`config.mk`:
```
export PLATFORM = sky130hd
export DESIGN_NAME = inst_encoder
export DESIGN_NICKNAME = d
export VERILOG_FILES = /design/src/rtl/inst_encoder.sv
export SDC_FILE = /design/constraint.sdc
export NUM_CORES = 1
export LEC_CHECK = 0
export BUFFER_PORTS_ARGS = -buffer_cell sky130_fd_sc_hd__buf_4
export CORE_MARGIN = 5
export CORE_UTILIZATION = 50
export CTS_CLUSTER_DIAMETER = 50
export DETAILED_ROUTE_END_ITERATION = 10
export GPL_TIMING_DRIVEN = 0
export PLACE_DENSITY = 0.85
export SYNTH_ARGS = -nofsm -noshare
export SYNTH_HDL_FRONTEND = slang
export SYNTH_SLANG_ARGS = --single-unit
```
`constraint.sdc`:
```
create_clock -name clk_i -period 2.9 [get_ports clk_i]
set_input_delay 0.58 -clock clk_i [delete_from_list [all_inputs] [get_ports clk_i]]
set_output_delay 0.58 -clock clk_i [all_outputs]
set_load 0.03 [all_outputs]
```
`src/rtl/inst_encoder.sv`:
```
//==============================================================================
// Module   : inst_encoder
// Brief    : Packs RV32I descriptors into instruction words and streams them
//            to a sequential imem write port with backpressure.
// Revision : 1.0 - initial release
//==============================================================================
`default_nettype none

module inst_encoder #(
    parameter int ADDR_W    = 10,
    parameter int BASE_ADDR = 0
) (
    input  logic              clk_i,
    input  logic              rst_ni,
    input  logic              start_i,
    input  logic              desc_valid_i,
    output logic              desc_ready_o,
    input  logic [3:0]        class_i,
    input  logic [4:0]        rd_i,
    input  logic [4:0]        rs1_i,
    input  logic [4:0]        rs2_i,
    input  logic [2:0]        funct3_i,
    input  logic              alt_i,
    input  logic [31:0]       imm_i,
    input  logic              last_i,
    output logic              imem_we_o,
    output logic [ADDR_W-1:0] imem_addr_o,
    output logic [31:0]       imem_wdata_o,
    input  logic              imem_ready_i,
    output logic              busy_o,
    output logic              done_o,
    output logic              err_o,
    output logic [ADDR_W:0]   count_o
);

    typedef enum logic [1:0] {
        S_IDLE = 2'd0,
        S_RUN  = 2'd1,
        S_DONE = 2'd2,
        S_ERR  = 2'd3
    } state_t;

    localparam logic [ADDR_W-1:0] c_BASE     = ADDR_W'(BASE_ADDR);
    localparam logic [ADDR_W-1:0] c_ADDR_ONE = {{(ADDR_W-1){1'b0}}, 1'b1};
    localparam logic [ADDR_W:0]   c_CNT_ONE  = {{ADDR_W{1'b0}}, 1'b1};
    localparam logic [ADDR_W+1:0] c_CAP      = {1'b0, 1'b1, {ADDR_W{1'b0}}};

    state_t              r_state, w_state_nxt;
    logic                r_out_valid;
    logic                r_out_last;
    logic [31:0]         r_wdata;
    logic [ADDR_W-1:0]   r_addr;
    logic [ADDR_W:0]     r_count;

    logic                w_ready, w_accept, w_wr_done, w_illegal, w_full;
    logic [31:0]         w_enc;
    logic [ADDR_W+1:0]   w_inflight;
    logic                w_sx11, w_sx12, w_sx20, w_shift;

    // A registered last word blocks intake so nothing slips in behind it.
    assign w_ready   = (r_state == S_RUN) & (~r_out_valid | (imem_ready_i & ~r_out_last));
    assign w_accept  = desc_valid_i & w_ready;
    assign w_wr_done = r_out_valid & imem_ready_i;

    // Any pending word completes in the acceptance cycle, so it is counted here.
    assign w_inflight = {1'b0, r_count} + {{(ADDR_W+1){1'b0}}, r_out_valid};
    assign w_full     = (w_inflight >= c_CAP);

    assign w_sx11  = (&imm_i[31:11]) | ~(|imm_i[31:11]);
    assign w_sx12  = (&imm_i[31:12]) | ~(|imm_i[31:12]);
    assign w_sx20  = (&imm_i[31:20]) | ~(|imm_i[31:20]);
    assign w_shift = (funct3_i == 3'b001) | (funct3_i == 3'b101);

    always_comb begin
        w_enc     = 32'h0;
        w_illegal = w_full;
        case (class_i)
            4'd0: w_enc = {(alt_i ? 7'b0100000 : 7'b0000000), rs2_i, rs1_i, funct3_i, rd_i, 7'b0110011};
            4'd1: begin
                if (w_shift)
                    w_enc = {1'b0, alt_i, 5'b00000, imm_i[4:0], rs1_i, funct3_i, rd_i, 7'b0010011};
                else
                    w_enc = {imm_i[11:0], rs1_i, funct3_i, rd_i, 7'b0010011};
                w_illegal = w_full | ~w_sx11;
            end
            4'd2: begin
                w_enc     = {imm_i[11:0], rs1_i, funct3_i, rd_i, 7'b0000011};
                w_illegal = w_full | ~w_sx11 | (funct3_i == 3'b011) | (funct3_i[2:1] == 2'b11);
            end
            4'd3: begin
                w_enc     = {imm_i[11:5], rs2_i, rs1_i, funct3_i, imm_i[4:0], 7'b0100011};
                w_illegal = w_full | ~w_sx11 | (funct3_i > 3'b010);
            end
            4'd4: begin
                w_enc     = {imm_i[12], imm_i[10:5], rs2_i, rs1_i, funct3_i, imm_i[4:1], imm_i[11], 7'b1100011};
                w_illegal = w_full | ~w_sx12 | imm_i[0] | (funct3_i[2:1] == 2'b01);
            end
            4'd5: begin
                w_enc     = {imm_i[20], imm_i[10:1], imm_i[11], imm_i[19:12], rd_i, 7'b1101111};
                w_illegal = w_full | ~w_sx20 | imm_i[0];
            end
            4'd6: begin
                w_enc     = {imm_i[11:0], rs1_i, 3'b000, rd_i, 7'b1100111};
                w_illegal = w_full | ~w_sx11;
            end
            4'd7: begin
                w_enc     = {imm_i[31:12], rd_i, 7'b0110111};
                w_illegal = w_full | (|imm_i[11:0]);
            end
            4'd8: begin
                w_enc     = {imm_i[31:12], rd_i, 7'b0010111};
                w_illegal = w_full | (|imm_i[11:0]);
            end
            default: w_illegal = 1'b1;
        endcase
    end

    always_ff @(posedge clk_i or negedge rst_ni) begin
        if (!rst_ni)
            r_state <= S_IDLE;
        else
            r_state <= w_state_nxt;
    end

    always_comb begin
        w_state_nxt = r_state;
        if (start_i) begin
            w_state_nxt = S_RUN;
        end else if (r_state == S_RUN) begin
            if (w_accept && w_illegal)
                w_state_nxt = S_ERR;
            else if (w_wr_done && r_out_last)
                w_state_nxt = S_DONE;
        end
    end

    always_ff @(posedge clk_i or negedge rst_ni) begin
        if (!rst_ni) begin
            r_out_valid <= 1'b0;
            r_out_last  <= 1'b0;
            r_wdata     <= 32'h0;
            r_addr      <= c_BASE;
            r_count     <= '0;
        end else if (start_i) begin
            r_out_valid <= 1'b0;
            r_out_last  <= 1'b0;
            r_addr      <= c_BASE;
            r_count     <= '0;
        end else begin
            if (w_wr_done) begin
                r_addr  <= r_addr + c_ADDR_ONE;
                r_count <= r_count + c_CNT_ONE;
            end
            if (w_accept && !w_illegal) begin
                r_out_valid <= 1'b1;
                r_out_last  <= last_i;
                r_wdata     <= w_enc;
            end else if (w_wr_done) begin
                r_out_valid <= 1'b0;
                r_out_last  <= 1'b0;
            end
        end
    end

    assign desc_ready_o = w_ready;
    assign imem_we_o    = r_out_valid;
    assign imem_addr_o  = r_addr;
    assign imem_wdata_o = r_wdata;
    assign count_o      = r_count;
    assign busy_o       = (r_state == S_RUN);
    assign done_o       = (r_state == S_DONE);
    assign err_o        = (r_state == S_ERR);

endmodule

`default_nettype wire

```
### Yosys cells after proc, flatten, opt, wreduce, memory -nomap -nowiden

Cells that the tools add are included.

| cells by class | value |
|---|---|
| $add $sub $neg | 3 |
| order comparisons | 2 |
| eq/ne operators | 16 |
| muxes and demuxes | 17 |
| bitwise logic cells | 28 |
| reduce and logical (&&, ||, !) cells | 20 |

Operator list:

| cell | number |
|---|---|
| 32-bit case mux with 9 select lines | 1 |
| 32-bit 2-to-1 mux | 1 |
| 12-bit OR reduction | 2 |
| 11-bit 2-to-1 mux | 2 |
| 21-bit AND reduction | 1 |
| 21-bit OR reduction | 1 |
| 10-bit 2-to-1 mux | 2 |
| 20-bit AND reduction | 1 |
| 20-bit OR reduction | 1 |
| 4-bit by 3-bit equality test with 1-bit output, second input constant | 4 |
| 1-bit bitwise OR | 15 |
| 11-bit by 1-bit adder with 12-bit output | 1 |
| 12-bit by 11-bit greater-or-equal comparator with 1-bit output, second input constant | 1 |
| 12-bit AND reduction | 1 |
| 11-bit by 1-bit adder with 11-bit output, second input constant | 1 |
| 10-bit by 1-bit adder with 10-bit output, second input constant | 1 |
| 1-bit inverter | 9 |
| 4-bit by 2-bit equality test with 1-bit output, second input constant | 2 |
| 2-bit 2-to-1 mux | 4 |
| 1-bit case mux with 7 select lines | 1 |
| 2-bit equality test, second input constant | 3 |
| 6-bit 2-to-1 mux | 1 |
| 3-bit nonzero test | 2 |
| 1-bit 2-to-1 mux | 5 |
| 14 further kinds | 23 |

| storage, ports and cells | value |
|---|---|
| flip-flop bits (word level) | 57 |
| input bits | 61 |
| output and inout bits | 58 |
| logic and storage cells | 92 |

### Depth between registers and ports, before layout

| depth | value |
|---|---|
| depth in word-level cells | 12 |
| depth in mapped cells | 9 |
| mapped depth without buffers | 8 |

### Least setup slack after synthesis

OpenSTA, ideal clock, no wires.

| path | value |
|---|---|
| path kind | flip-flop to flip-flop |
| from | reg r_state[1] |
| to | reg r_wdata[26], in the netlist imem_wdata_o[26] |
| library setup time | 125 ps |
| data arrival time | 2824 ps |
| required time | 2775 ps |
| setup slack | -49 ps |
| cell stages (with the launch flop) | 8 |
| path buffers | 1 |
| period minus slack after synthesis | 2949 ps |
| cell sequence | dfrtp_1 nor2b_1 a21boi_0 and2_1 nand2b_1 nor4_4 buf_6 mux2_2 |

| between the ends | value |
|---|---|
| longest elaborated chain between the ends | 5 |

RTL lines:

| element | line | source |
|---|---|---|
| start: declaration | 48 | `state_t r_state, w_state_nxt;` |
| start signal: assignment | 122 | `r_state <= w_state_nxt;` |
| 2-bit by 1-bit equality test with 1-bit output | - |  |
| net busy_o | 30 | `output logic busy_o,` |
| 1-bit bitwise AND | 61 | `assign w_ready = (r_state == S_RUN) & (~r_out_valid \| (imem_ready_i & ~r_out_last));` |
| net desc_ready_o | 17 | `output logic desc_ready_o,` |
| 1-bit bitwise AND | 62 | `assign w_accept = desc_valid_i & w_ready;` |
| 1-bit logical AND | 154 | `if (w_accept && !w_illegal) begin` |
| 2-bit AND reduction (no line) | - |  |
| end signal: assignment | 157 | `r_wdata <= w_enc;` |
| end: declaration | 51 | `logic [31:0] r_wdata;` |

The timed path passes the listed nets, and every way through them passes these cells.
A chain may end at the register's enable or synchronous reset.

### Worst setup path in the final report

| path | value |
|---|---|
| from | reg r_out_valid, in the netlist imem_we_o |
| to | reg r_wdata[17], in the netlist imem_wdata_o[17] |

| between the ends | value |
|---|---|
| longest elaborated chain between the ends | 9 |
| elaborated cells on any way between the ends | 20 |
| those cells by class | add/sub: 1; order compare: 1; mux: 1; bitwise: 14; reduce/logical: 3 |

RTL lines:

| element | line | source |
|---|---|---|
| start: declaration | 49 | `logic r_out_valid;` |
| start signal: assignment | 139 | `r_out_valid <= 1'b0;` |
| start signal: assignment | 145 | `r_out_valid <= 1'b0;` |
| start signal: assignment | 155 | `r_out_valid <= 1'b1;` |
| 11-bit by 1-bit adder with 12-bit output | 66 | `assign w_inflight = {1'b0, r_count} + {{(ADDR_W+1){1'b0}}, r_out_valid};` |
| 12-bit by 11-bit greater-or-equal comparator with 1-bit output | 67 | `assign w_full = (w_inflight >= c_CAP);` |
| 1-bit bitwise OR (on tied branches) | - |  |
| 1-bit bitwise OR (on tied branches) (2 in a row) | 96, 88 |  |
| 1-bit case mux with 7 select lines | 77 | `case (class_i)` |
| 1-bit zero test | 154 |  |
| 1-bit logical AND * | 154 |  |
| 2-bit AND reduction (no line) * | - |  |

Mark *: on every way between the ends. The rest lies on a longest branch, timed or not.

==> results.yml <==
grt:
  grt_pass1_vias: 3137
  grt_use_total_pct: 21.5
  grt_start_max_net_pins: 57
  grt_pass1_wl_mm: 14.9
  antenna_found_initial: 0
  overflow: 0
yosys:
  synthTopCellsByArea: "dfrtp_1 42%, mux2_2 7.8%, a22o_1 6.8%, nand2_1 3.7%, nor2_1 3.4%"
  syn_avg_cell_area_um2: 9.79
  yosys_warnings: 0
  synth_common_cells: "56 x dfrtp_1, 33 x nand2_1, 30 x nor2_1"
  ys_seq_elements: 56
  synth.distinct_cells: 52
  synth_edf_count: 0
  syn-num-nets: 405
  synth_most_common_cell: "dfrtp_1"
  ys_async_sr_fraction_pct: 100
  synth_area_mm2: 0.00333
  syn_inst: 340
  synth-seq-area-share_pct: 42.1
  yosysTopAreaCellShare_pct: 42.1
  ys.flop_type: "dfrtp_1"
  synth_top_area_cell: "dfrtp_1"
timing:
  rsz0062_at_grt: "no"
  clock.fmax_mhz: 366
  fin_crit_ns: 2.73
  fin_skew_ns: 0.0136
  fin_ws_ns: 0.166
  finalHoldViolations: 0
  maxSlewViolCount: 0
  slew_headroom_pct: 52.1
  holdWs_ns: 0.295
  tightest_slew_ns: 0.719
  min_period_over_period_pct: 94.3
  setup_violations: 0
clocking:
  cts-root-buf: "clkbuf_8"
  tritoncts: "done"
  post-cts-setup-buffers: 0
  ctsHoldBuffers: 0
  clock_latency_ns: 0.32
  cts_sinks: 56
  htreeDepth: 2
  clk_pin_slew_ns: 0.11
  cts_buffer_depth: 2
  cts_made_buffers: 5
layout:
  fin_cells: 542
  fin_area_mm2: 0.00439
  drive_gt1_share_pct: 34.2
  antenna_cells: 0
  layout.nets: 529
  area_delta_synth_final_pct: 32.0
floorplanning:
  die_width_um: 91.6
  num_rows: 29
  io-pin-count: 119
  dieArea_mm2: 0.00839
  core_region_area_mm2: 0.00642
  floorplan.initialDensity_pct: 51.8
  die_y_um: 91.6
run:
  maxCapViolCount: 0
setup_path:
  worstPathMaxFanout: 10
  crit_slowest_cell: "dfrtp_1"
  cp-start-kind: "flip-flop"
  cp.arrival_ns: 2.94
  crit_type: "reg2reg"
  critPathCaptureType: "flip-flop"
  cpPeakStageDelay_ns: 0.46
  r2r_slack_ns: 0.17
  crit_top_cell: "ha_1"
  crit_chain: "ha_1 -> ha_1 -> and3_1 -> a31oi_1 -> a41oi_1 -> o21a_1 -> nor4_4 -> buf_6 -> mux2_2"
  worst_ep_required_time_ns: 3.11
drt:
  drt_iter0_drc: 222
  firstDrtPassIters: 5
  vias_per_cell: 5.80
  ant_nets: 0
  drc_errors: 0
  totalWireLength_mm: 9.18
  drt-wirelength-per-cell_um: 16.9
  vias: 3141
placement:
  gp_congestion: 0.882
  dp_slack_ns: -0.103
  placed_area_mm2: 0.00430
  placedCellCount: 534
  io_buffers: 117
  detailed_place_hpwl_mm: 7.13
power_and_ir_drop:
  total_power_mw: 2.34
  p_leak_nw: 2.09
  ir_drop_mv: 0.249
  power-per-cell-area_mw_per_mm2: 533
status:
  status: "complete, no violations"
worst_hold_path:
  min_path_type: "in2async"
-- area by class of cell --
class,count,area [um2]
Buffer,19,100
Clock buffer,6,72.6
Clock inverter,2,17.5
Fill cell,527,2030
Inverter,6,22.5
Multi-Input combinational cell,259,1800
Sequential cell,56,1400
Tap cell,77,96.3
Timing Repair Buffer,117,878
-- path summary, 6_finish.rpt --
check,startpoint,endpoint,cells after the start
worst max register to register,imem_we_o,imem_wdata_o[17],9
worst max-delay path,imem_we_o,imem_wdata_o[17],9
min in group clk_i,imem_wdata_o[10],imem_wdata_o[10],1
max in group asynchronous,rst_ni,imem_wdata_o[12],1
worst min register to register,imem_wdata_o[10],imem_wdata_o[10],1
worst min-delay path,rst_ni,imem_wdata_o[24],1
-- logic make-up after synthesis --
group	share of synthesized area, %
simple gates	20.5
compound gates	16.2
flops	42.1
mux	11.0
buf+inv	3.69
xor+xnor	5.00
fa+ha+maj	1.50
-- routing by layer --
metal	vias up	global-route usage [%]	routed length (um)
met4	0	5.03	134
met1	1503	27.3	3820
met2	136	36.6	4530
li1	1488	-	-
met3	14	5.70	692
met5	-	0	0
-- flip-flops by register name, indices dropped and copies added (netlist names) --
signal and count:
imem_we_o 1, imem_addr_o 10, r_out_last 1, count_o 11, imem_wdata_o 31, r_state 2
-- critical path: cells and delay by family (launching register included) --
family,cells,cell delay (ns)
flops,1,0.46
buf+inv,1,0.22
mux,1,0.35
fa+ha+maj,2,0.41
compound gates,3,0.54
simple gates,2,0.62
-- power by group --
part           switching, mW  internal (mW)  total [mW]
sequential            0.0726          0.912       0.984
combinational          0.520          0.380       0.901
clock                  0.276          0.178       0.454
-- metrics by stage --
step | utilization, % | TNS [ns]
floorplan | - | 0
global placement | 67.0 | -0.299
detailed placement | 67.0 | -2.14
CTS | 68.4 | 0
global route | 68.4 | 0
finish | 68.4 | 0
-- layout by cell type, fill, tap and decap left out, drive strengths merged, types with 4 or more instances in the layout --
cell type | netlist | layout
buf | 11 | 128
dfrtp | 56 | 56
nand2 | 33 | 33
nor2 | 30 | 30
mux2 | 28 | 28
a22o | 26 | 26
clkbuf | 8 | 14
xor2 | 12 | 12
a21oi | 11 | 11
and3 | 9 | 9
nand2b | 8 | 8
inv | 6 | 8
xnor2 | 7 | 7
nand4 | 7 | 7
nor3 | 7 | 7
nor4 | 7 | 7
nor2b | 6 | 6
nand3 | 6 | 6
o21ai | 6 | 6
mux2i | 5 | 5
and2 | 5 | 5
nor3b | 4 | 4
a31oi | 4 | 4
a22oi | 4 | 4
o211ai | 4 | 4
ha | 4 | 4
-- what timing repair did --
action	CTS	global route
endpoints found under the hold margin	0	0
gates resized for setup	0	0
setup endpoints to repair	0	25
No activity file was read; power rests on OpenSTA's default activity.
